[config.mk]
export PLATFORM = sky130hd
export DESIGN_NAME = config_regfile
export DESIGN_NICKNAME = d
export VERILOG_FILES = /design/src/rtl/config_regfile.sv
export SDC_FILE = /design/constraint.sdc
export NUM_CORES = 1
export LEC_CHECK = 0
export CORE_ASPECT_RATIO = 1.5
export CORE_MARGIN = 2
export CORE_UTILIZATION = 30
export CTS_CLUSTER_SIZE = 24
export DETAILED_ROUTE_END_ITERATION = 6
export GPL_TIMING_DRIVEN = 0
export PLACE_DENSITY = 0.56
export SLEW_MARGIN = 30
export SYNTH_ARGS = -nofsm -noshare
export SYNTH_HDL_FRONTEND = slang
export SYNTH_SLANG_ARGS = --single-unit
[constraint.sdc]
create_clock -name clk -period 2.3 [get_ports clk]
set_input_delay 0.345 -clock clk [delete_from_list [all_inputs] [get_ports clk]]
set_output_delay 0.345 -clock clk [all_outputs]
set_load 0.01 [all_outputs]
[src/rtl/config_regfile.sv]
// ---------------------------------------------------------------------------
// config_regfile
//
// Double-banked configuration register file for the VGA pipeline.
// The host writes go into a shadow bank. The active bank drives the
// display logic. The shadow bank is copied into the active bank at a
// frame boundary (vsync) or on an explicit commit command, so that the
// display never sees a half-updated configuration mid-frame.
//
// Each host request goes through a four-step handshake:
//   IDLE -> CAPTURE -> ACK -> RELEASE -> IDLE
// A request produces exactly one write and one ack, however long the
// decoder holds valid high.
//
// Address map:
//   0 .. NREG-1   storable 4-bit registers (shadow bank)
//   NREG .. 14    unmapped: no write, still acked, sets err
//   15            command register, never stored
//                   4'h1 : commit shadow to active now
//                   4'h2 : clear the whole shadow bank
//                   other: no change, still acked, sets err
//
// Optional feature (compile-time macro CFG_READBACK_EN):
//   Adds a registered shadow-bank read port. rd_data has one cycle of
//   latency and returns 0 for addresses outside 0..NREG-1.
//
// Ports:
//   clk          in   system clock, all state changes on its rising edge
//   rst          in   asynchronous active-low reset
//   valid        in   level "write available" from the address decoder
//   address[3:0] in   target register index / command address
//   data[3:0]    in   write value / command code
//   vsync        in   one-cycle frame-boundary pulse
//   rd_addr[3:0] in   readback address     (CFG_READBACK_EN only)
//   rd_data[3:0] out  readback value       (CFG_READBACK_EN only)
//   ack          out  one-cycle write acknowledge
//   active_regs  out  committed image, register i at bits [4i+3:4i]
//   pending      out  shadow has been written since the last commit
//   err          out  sticky error flag, cleared only by reset
// ---------------------------------------------------------------------------
module config_regfile #(
    parameter int NREG = 15
) (
    input  logic              clk,
    input  logic              rst,
    input  logic              valid,
    input  logic [3:0]        address,
    input  logic [3:0]        data,
    input  logic              vsync,
`ifdef CFG_READBACK_EN
    input  logic [3:0]        rd_addr,
    output logic [3:0]        rd_data,
`endif
    output logic              ack,
    output logic [4*NREG-1:0] active_regs,
    output logic              pending,
    output logic              err
);

    // One spare bit so that NREG = 16 would still compare correctly.
    localparam logic [4:0] NREG_LIM = 5'(NREG);

    localparam logic [3:0] CMD_ADDR   = 4'hF;
    localparam logic [3:0] CMD_COMMIT = 4'h1;
    localparam logic [3:0] CMD_CLEAR  = 4'h2;

    localparam logic [1:0] S_IDLE    = 2'd0;
    localparam logic [1:0] S_CAPTURE = 2'd1;
    localparam logic [1:0] S_ACK     = 2'd2;
    localparam logic [1:0] S_RELEASE = 2'd3;

    logic [1:0] state;
    logic [1:0] state_next;

    // Request latched at the IDLE edge and executed at the CAPTURE edge.
    logic [3:0] cap_addr;
    logic [3:0] cap_data;

    logic [3:0] shadow [NREG];
    logic [3:0] active [NREG];

    logic in_capture;
    logic is_cmd;
    logic do_store;
    logic do_commit_cmd;
    logic do_clear;
    logic do_bad;
    logic do_commit;

    // ------------------------------------------------------------------
    // Handshake sequencing
    // ------------------------------------------------------------------
    // RELEASE waits for valid to drop so that a decoder holding valid
    // high for many cycles still yields one single write.
    always_comb begin
        state_next = state;
        case (state)
            S_IDLE:    if (valid) state_next = S_CAPTURE;
            S_CAPTURE: state_next = S_ACK;
            S_ACK:     state_next = S_RELEASE;
            S_RELEASE: if (!valid) state_next = S_IDLE;
            default:   state_next = S_IDLE;
        endcase
    end

    always_ff @(posedge clk or negedge rst) begin
        if (!rst) begin
            state    <= S_IDLE;
            cap_addr <= 4'h0;
            cap_data <= 4'h0;
        end else begin
            state <= state_next;
            if (state == S_IDLE && valid) begin
                cap_addr <= address;
                cap_data <= data;
            end
        end
    end

    // ack is decoded from the state rather than registered separately so
    // that an asynchronous reset during ACK drops it in the same instant.
    assign ack = (state == S_ACK);

    // ------------------------------------------------------------------
    // Request decode (only meaningful in CAPTURE)
    // ------------------------------------------------------------------
    always_comb begin
        in_capture    = (state == S_CAPTURE);
        is_cmd        = (cap_addr == CMD_ADDR);
        do_store      = in_capture && ({1'b0, cap_addr} < NREG_LIM);
        do_commit_cmd = in_capture && is_cmd && (cap_data == CMD_COMMIT);
        do_clear      = in_capture && is_cmd && (cap_data == CMD_CLEAR);
        do_bad        = in_capture && !do_store && !do_commit_cmd && !do_clear;
        // A commit command and a vsync commit on the same edge collapse
        // into one copy of the current shadow content.
        do_commit     = do_commit_cmd || (vsync && pending);
    end

    // ------------------------------------------------------------------
    // Shadow bank: host-visible, written by stores and the clear command
    // ------------------------------------------------------------------
    always_ff @(posedge clk or negedge rst) begin
        if (!rst) begin
            for (int i = 0; i < NREG; i++) begin
                shadow[i] <= 4'h0;
            end
        end else if (do_clear) begin
            for (int i = 0; i < NREG; i++) begin
                shadow[i] <= 4'h0;
            end
        end else if (do_store) begin
            shadow[cap_addr] <= cap_data;
        end
    end

    // ------------------------------------------------------------------
    // Active bank: loaded only on a commit. Because the copy samples the
    // shadow before this edge's write lands, a vsync coinciding with a
    // store commits the pre-write content and the new value stays pending.
    // ------------------------------------------------------------------
    always_ff @(posedge clk or negedge rst) begin
        if (!rst) begin
            for (int i = 0; i < NREG; i++) begin
                active[i] <= 4'h0;
            end
        end else if (do_commit) begin
            for (int i = 0; i < NREG; i++) begin
                active[i] <= shadow[i];
            end
        end
    end

    // ------------------------------------------------------------------
    // pending: a new shadow modification always wins over a same-edge
    // commit, since that commit carried the older content.
    // ------------------------------------------------------------------
    always_ff @(posedge clk or negedge rst) begin
        if (!rst) begin
            pending <= 1'b0;
        end else if (do_store || do_clear) begin
            pending <= 1'b1;
        end else if (do_commit) begin
            pending <= 1'b0;
        end
    end

    // err is sticky; only reset clears it.
    always_ff @(posedge clk or negedge rst) begin
        if (!rst) begin
            err <= 1'b0;
        end else if (do_bad) begin
            err <= 1'b1;
        end
    end

    // Flatten the active bank onto the output bus.
    for (genvar g = 0; g < NREG; g++) begin : g_pack
        assign active_regs[4*g +: 4] = active[g];
    end

`ifdef CFG_READBACK_EN
    // Registered shadow readback; unmapped addresses read as zero.
    always_ff @(posedge clk or negedge rst) begin
        if (!rst) begin
            rd_data <= 4'h0;
        end else if ({1'b0, rd_addr} < NREG_LIM) begin
            rd_data <= shadow[rd_addr];
        end else begin
            rd_data <= 4'h0;
        end
    end
`endif

endmodule

==> results.py, run 1 <==
metrics = {
    "setup_path": {
        "r2r_slack_ps": 130,
        "arrival_ps": 2470,
        "crit_type": "flip-flop to flip-flop",
        "ff2ff_path_depth": 8,
        "end_kind": "flip-flop",
        "timing.rr.start": "state[1]$_DFFE_PN0P_",
        "cp_max_fo": 10,
        "cp.required_ps": 2590,
        "cp-start-kind": "flip-flop",
        "reg2reg_to": "active_regs[58]$_DFFE_PN0P_",
    },
    "timing": {
        "fin_crit_ps": 2170,
        "period_share": 0.945,
        "setup_violations": 0,
        "fmax_mhz": 460,
        "rsz0062_at_grt": "no",
        "skew_ps": 9.46,
        "final-max-slew-violation-count": 0,
        "finalWorstSetupSlack_ps": 126,
        "max-slew-margin-rel": 0.579,
        "tightest_slew_ps": 631,
        "finalHoldViolations": 0,
        "hold_ws_ps": 437,
    },
    "yosys": {
        "synth_edf_count": 0,
        "ys_types": 52,
        "syn_nets": 470,
        "synthTopCellsByCount": "dfrtp_1 (132), mux2_2 (47), inv_1 (35)",
        "synth_cells": 453,
        "syn_area_per_cell_um2": 13.1,
        "ys.flop_type": "dfrtp_1",
        "yosysSeqAreaShare": 0.558,
        "synth_warnings": 0,
        "synth_area_leaders": "dfrtp_1 (56%), mux2_2 (8.9%), mux2_4 (5.1%)",
        "yosys.area.top_type": "dfrtp_1",
        "synth_area_um2": 5920,
        "yosysMostFrequentCell": "dfrtp_1",
        "ys_ff_latch": 132,
        "synth_top_area_share": 0.558,
        "synthArstFlopShare": 1.00,
    },
    "placed_design": {
        "portBuffers": 74,
        "dp.cells": 784,
        "dp_hpwl_mm": 9.78,
        "placed_area_um2": 7010,
        "dp_slack_ps": 9.48,
        "gp_congestion": 0.786,
    },
    "clock_tree": {
        "clk_pin_slew_worst_paths_ps": 60,
        "htreeDepth": 4,
        "cts_tree": "built",
        "cts_sinks": 132,
        "clk_path_buf_depth": 2,
        "root_buffer": "clkbuf_16",
        "worstSkewPairLatency_ps": 420,
        "cts_buffers": 17,
    },
    "route": {
        "viasPerCell": 4.87,
        "dr.pass1.iters": 4,
        "wl_per_cell_um": 17.0,
        "routed_wl_mm": 13.9,
        "num_vias": 3982,
        "route.detailed.drc": 0,
        "ant_nets": 0,
        "drt_iter0_markers": 144,
    },
    "power_and_ir_drop": {
        "irDropWorstVdd_mv": 0.620,
        "total_power_mw": 10.7,
        "total_leakage_power_nw": 3.15,
        "p_per_area_nw_per_um2": 1400,
    },
    "layout": {
        "syn_to_final_growth_pct": 29.9,
        "final_layout_size_suffix_gt1_frac": 0.278,
        "nNetsFinal": 566,
        "stdcell_count": 818,
        "stdcell_area_um2": 7690,
        "antenna_cells": 0,
    },
    "hold_path": {
        "hp-class": "input port to asynchronous set/reset pin",
    },
    "global_routing": {
        "grt_pass1_wl_mm": 22.7,
        "grt.total_usage": 0.139,
        "grt_antenna_before_repair": 0,
        "grt_pass1_vias": 4097,
        "overflow": 0,
        "grt_max_degree": 76,
    },
    "status": {
        "outcome": "complete, no violations",
    },
    "floorplanning": {
        "io_pins": 75,
        "rows": 62,
        "dieArea_um2": 20900,
        "die_h_um": 176,
        "die_w_um": 119,
        "initial_core_util": 0.307,
        "core_um2": 19200,
    },
    "flow_run": {
        "cap_violations": 0,
    },
}
final cells by class:
type	instances	area, um^2
flip-flops and latches	132	3300
plain buffers	37	240
multi-input cells	249	2240
clock buffers	17	425
fillers	1884	11600
repair buffers	77	803
inverters	35	131
clock inverters	15	219
well taps	256	320
registers in the layout, summed over array words and instances (netlist names):
signal	cells
pending	1
cap_data	4
err	1
active_regs	60
state	2
shadow	60
cap_addr	4
metrics by stage:
| stage | utilization | TNS [ps] |
|---|---|---|
| after floorplan | - | 0 |
| after global placement | 0.363 | -554210 |
| after detailed placement | 0.364 | 0 |
| after CTS | 0.399 | 0 |
| after global routing | 0.400 | 0 |
| final | 0.400 | 0 |
placed cells by master, fill, tap and decap left out, types with 5 or more instances in the layout:
cell / Yosys / routed
nand2_1: 9 / 9
clkbuf_16: 0 / 17
a221o_1: 6 / 6
buf_6: 9 / 9
mux2_4: 20 / 20
or3_1: 6 / 6
a31o_2: 22 / 22
o22ai_1: 21 / 21
clkbuf_1: 13 / 13
nand3_1: 15 / 15
dfrtp_1: 132 / 132
nand2b_1: 6 / 6
ha_1: 5 / 5
mux2_2: 47 / 47
a22o_1: 12 / 12
o211ai_1: 11 / 11
inv_1: 35 / 35
buf_4: 5 / 5
a21o_1: 6 / 6
inv_6: 0 / 5
buf_2: 6 / 5
nor3b_1: 8 / 8
nor2_1: 5 / 5
clkdlybuf4s50_1: 0 / 73
cell families (layout without fill, tap and decap cells):
logic type               Yosys count  after routing  synth area share
adder cells (fa/ha/maj)            5              5            0.0106
XOR/XNOR                           1              1           0.00148
AO/OA/AOI/OAI                     95             95             0.131
flip-flops                       132            132             0.558
AND/OR/NAND/NOR                   79             79            0.0924
buffers and inverters             72            181            0.0624
multiplexers                      69             69             0.144
repair_timing:
item,CTS,global route
resized for setup,0,1
setup buffers,1,0
endpoints found under the hold margin,57,0
hold buffers,1,0
endpoints found under the setup margin,1,22
pin swaps,1,0
power by group:
group | internal (mW) | total, mW | switching (mW)
sequential | 3.12 | 3.69 | 0.570
combinational | 2.17 | 4.05 | 1.88
clock | 1.85 | 2.98 | 1.13
critical path, stage by stage, from the launching register on:
cell and delay (ps):
dfrtp_1 400, inv_1 130, ha_1 160, clkbuf_4 200
nand4bb_1 190, o31ai_4 300, buf_12 160, buf_6 160
mux2_2 350
metal layers:
metal | GRT usage | part of all wire
met5 | 0 | 0
met1 | 0.164 | 0.41
met4 | 0.0496 | 0.016
met2 | 0.251 | 0.54
met3 | 0.0284 | 0.027
worst max-delay path by stage:
| stage | cells past startpoint | startpoint | slack [ps] | endpoint |
|---|---|---|---|---|
| after floorplan | 7 | state[1]$_DFFE_PN0P_ | 350 | active_regs[0]$_DFFE_PN0P_ |
| after global placement | 1 | rst | -4210 | active_regs[4]$_DFFE_PN0P_ |
| after detailed placement | 7 | state[1]$_DFFE_PN0P_ | 9 | active_regs[27]$_DFFE_PN0P_ |
| after CTS | 8 | state[1]$_DFFE_PN0P_ | 90 | active_regs[27]$_DFFE_PN0P_ |
| after global routing | 8 | state[1]$_DFFE_PN0P_ | 10 | active_regs[44]$_DFFE_PN0P_ |
| final | 8 | state[1]$_DFFE_PN0P_ | 130 | active_regs[58]$_DFFE_PN0P_ |
No activity file was read; power rests on OpenSTA's default activity.
==> inputs of run 2 (changes only) <==
==> constraint.sdc (replaced) <==
create_clock -name clk -period 2.3 [get_ports clk]
set_input_delay 0.345 -clock clk [delete_from_list [all_inputs] [get_ports clk]]
set_output_delay 0.345 -clock clk [all_outputs]
set_load 0.02 [all_outputs]
==> results of run 2 <==
The final DEF is identical to that of run 1. Status: complete, no violations.
Among the figures that moved: total power 10.7 mW -> 11.1 mW; worst IR drop on VDD 0.620 mV -> 0.649 mV
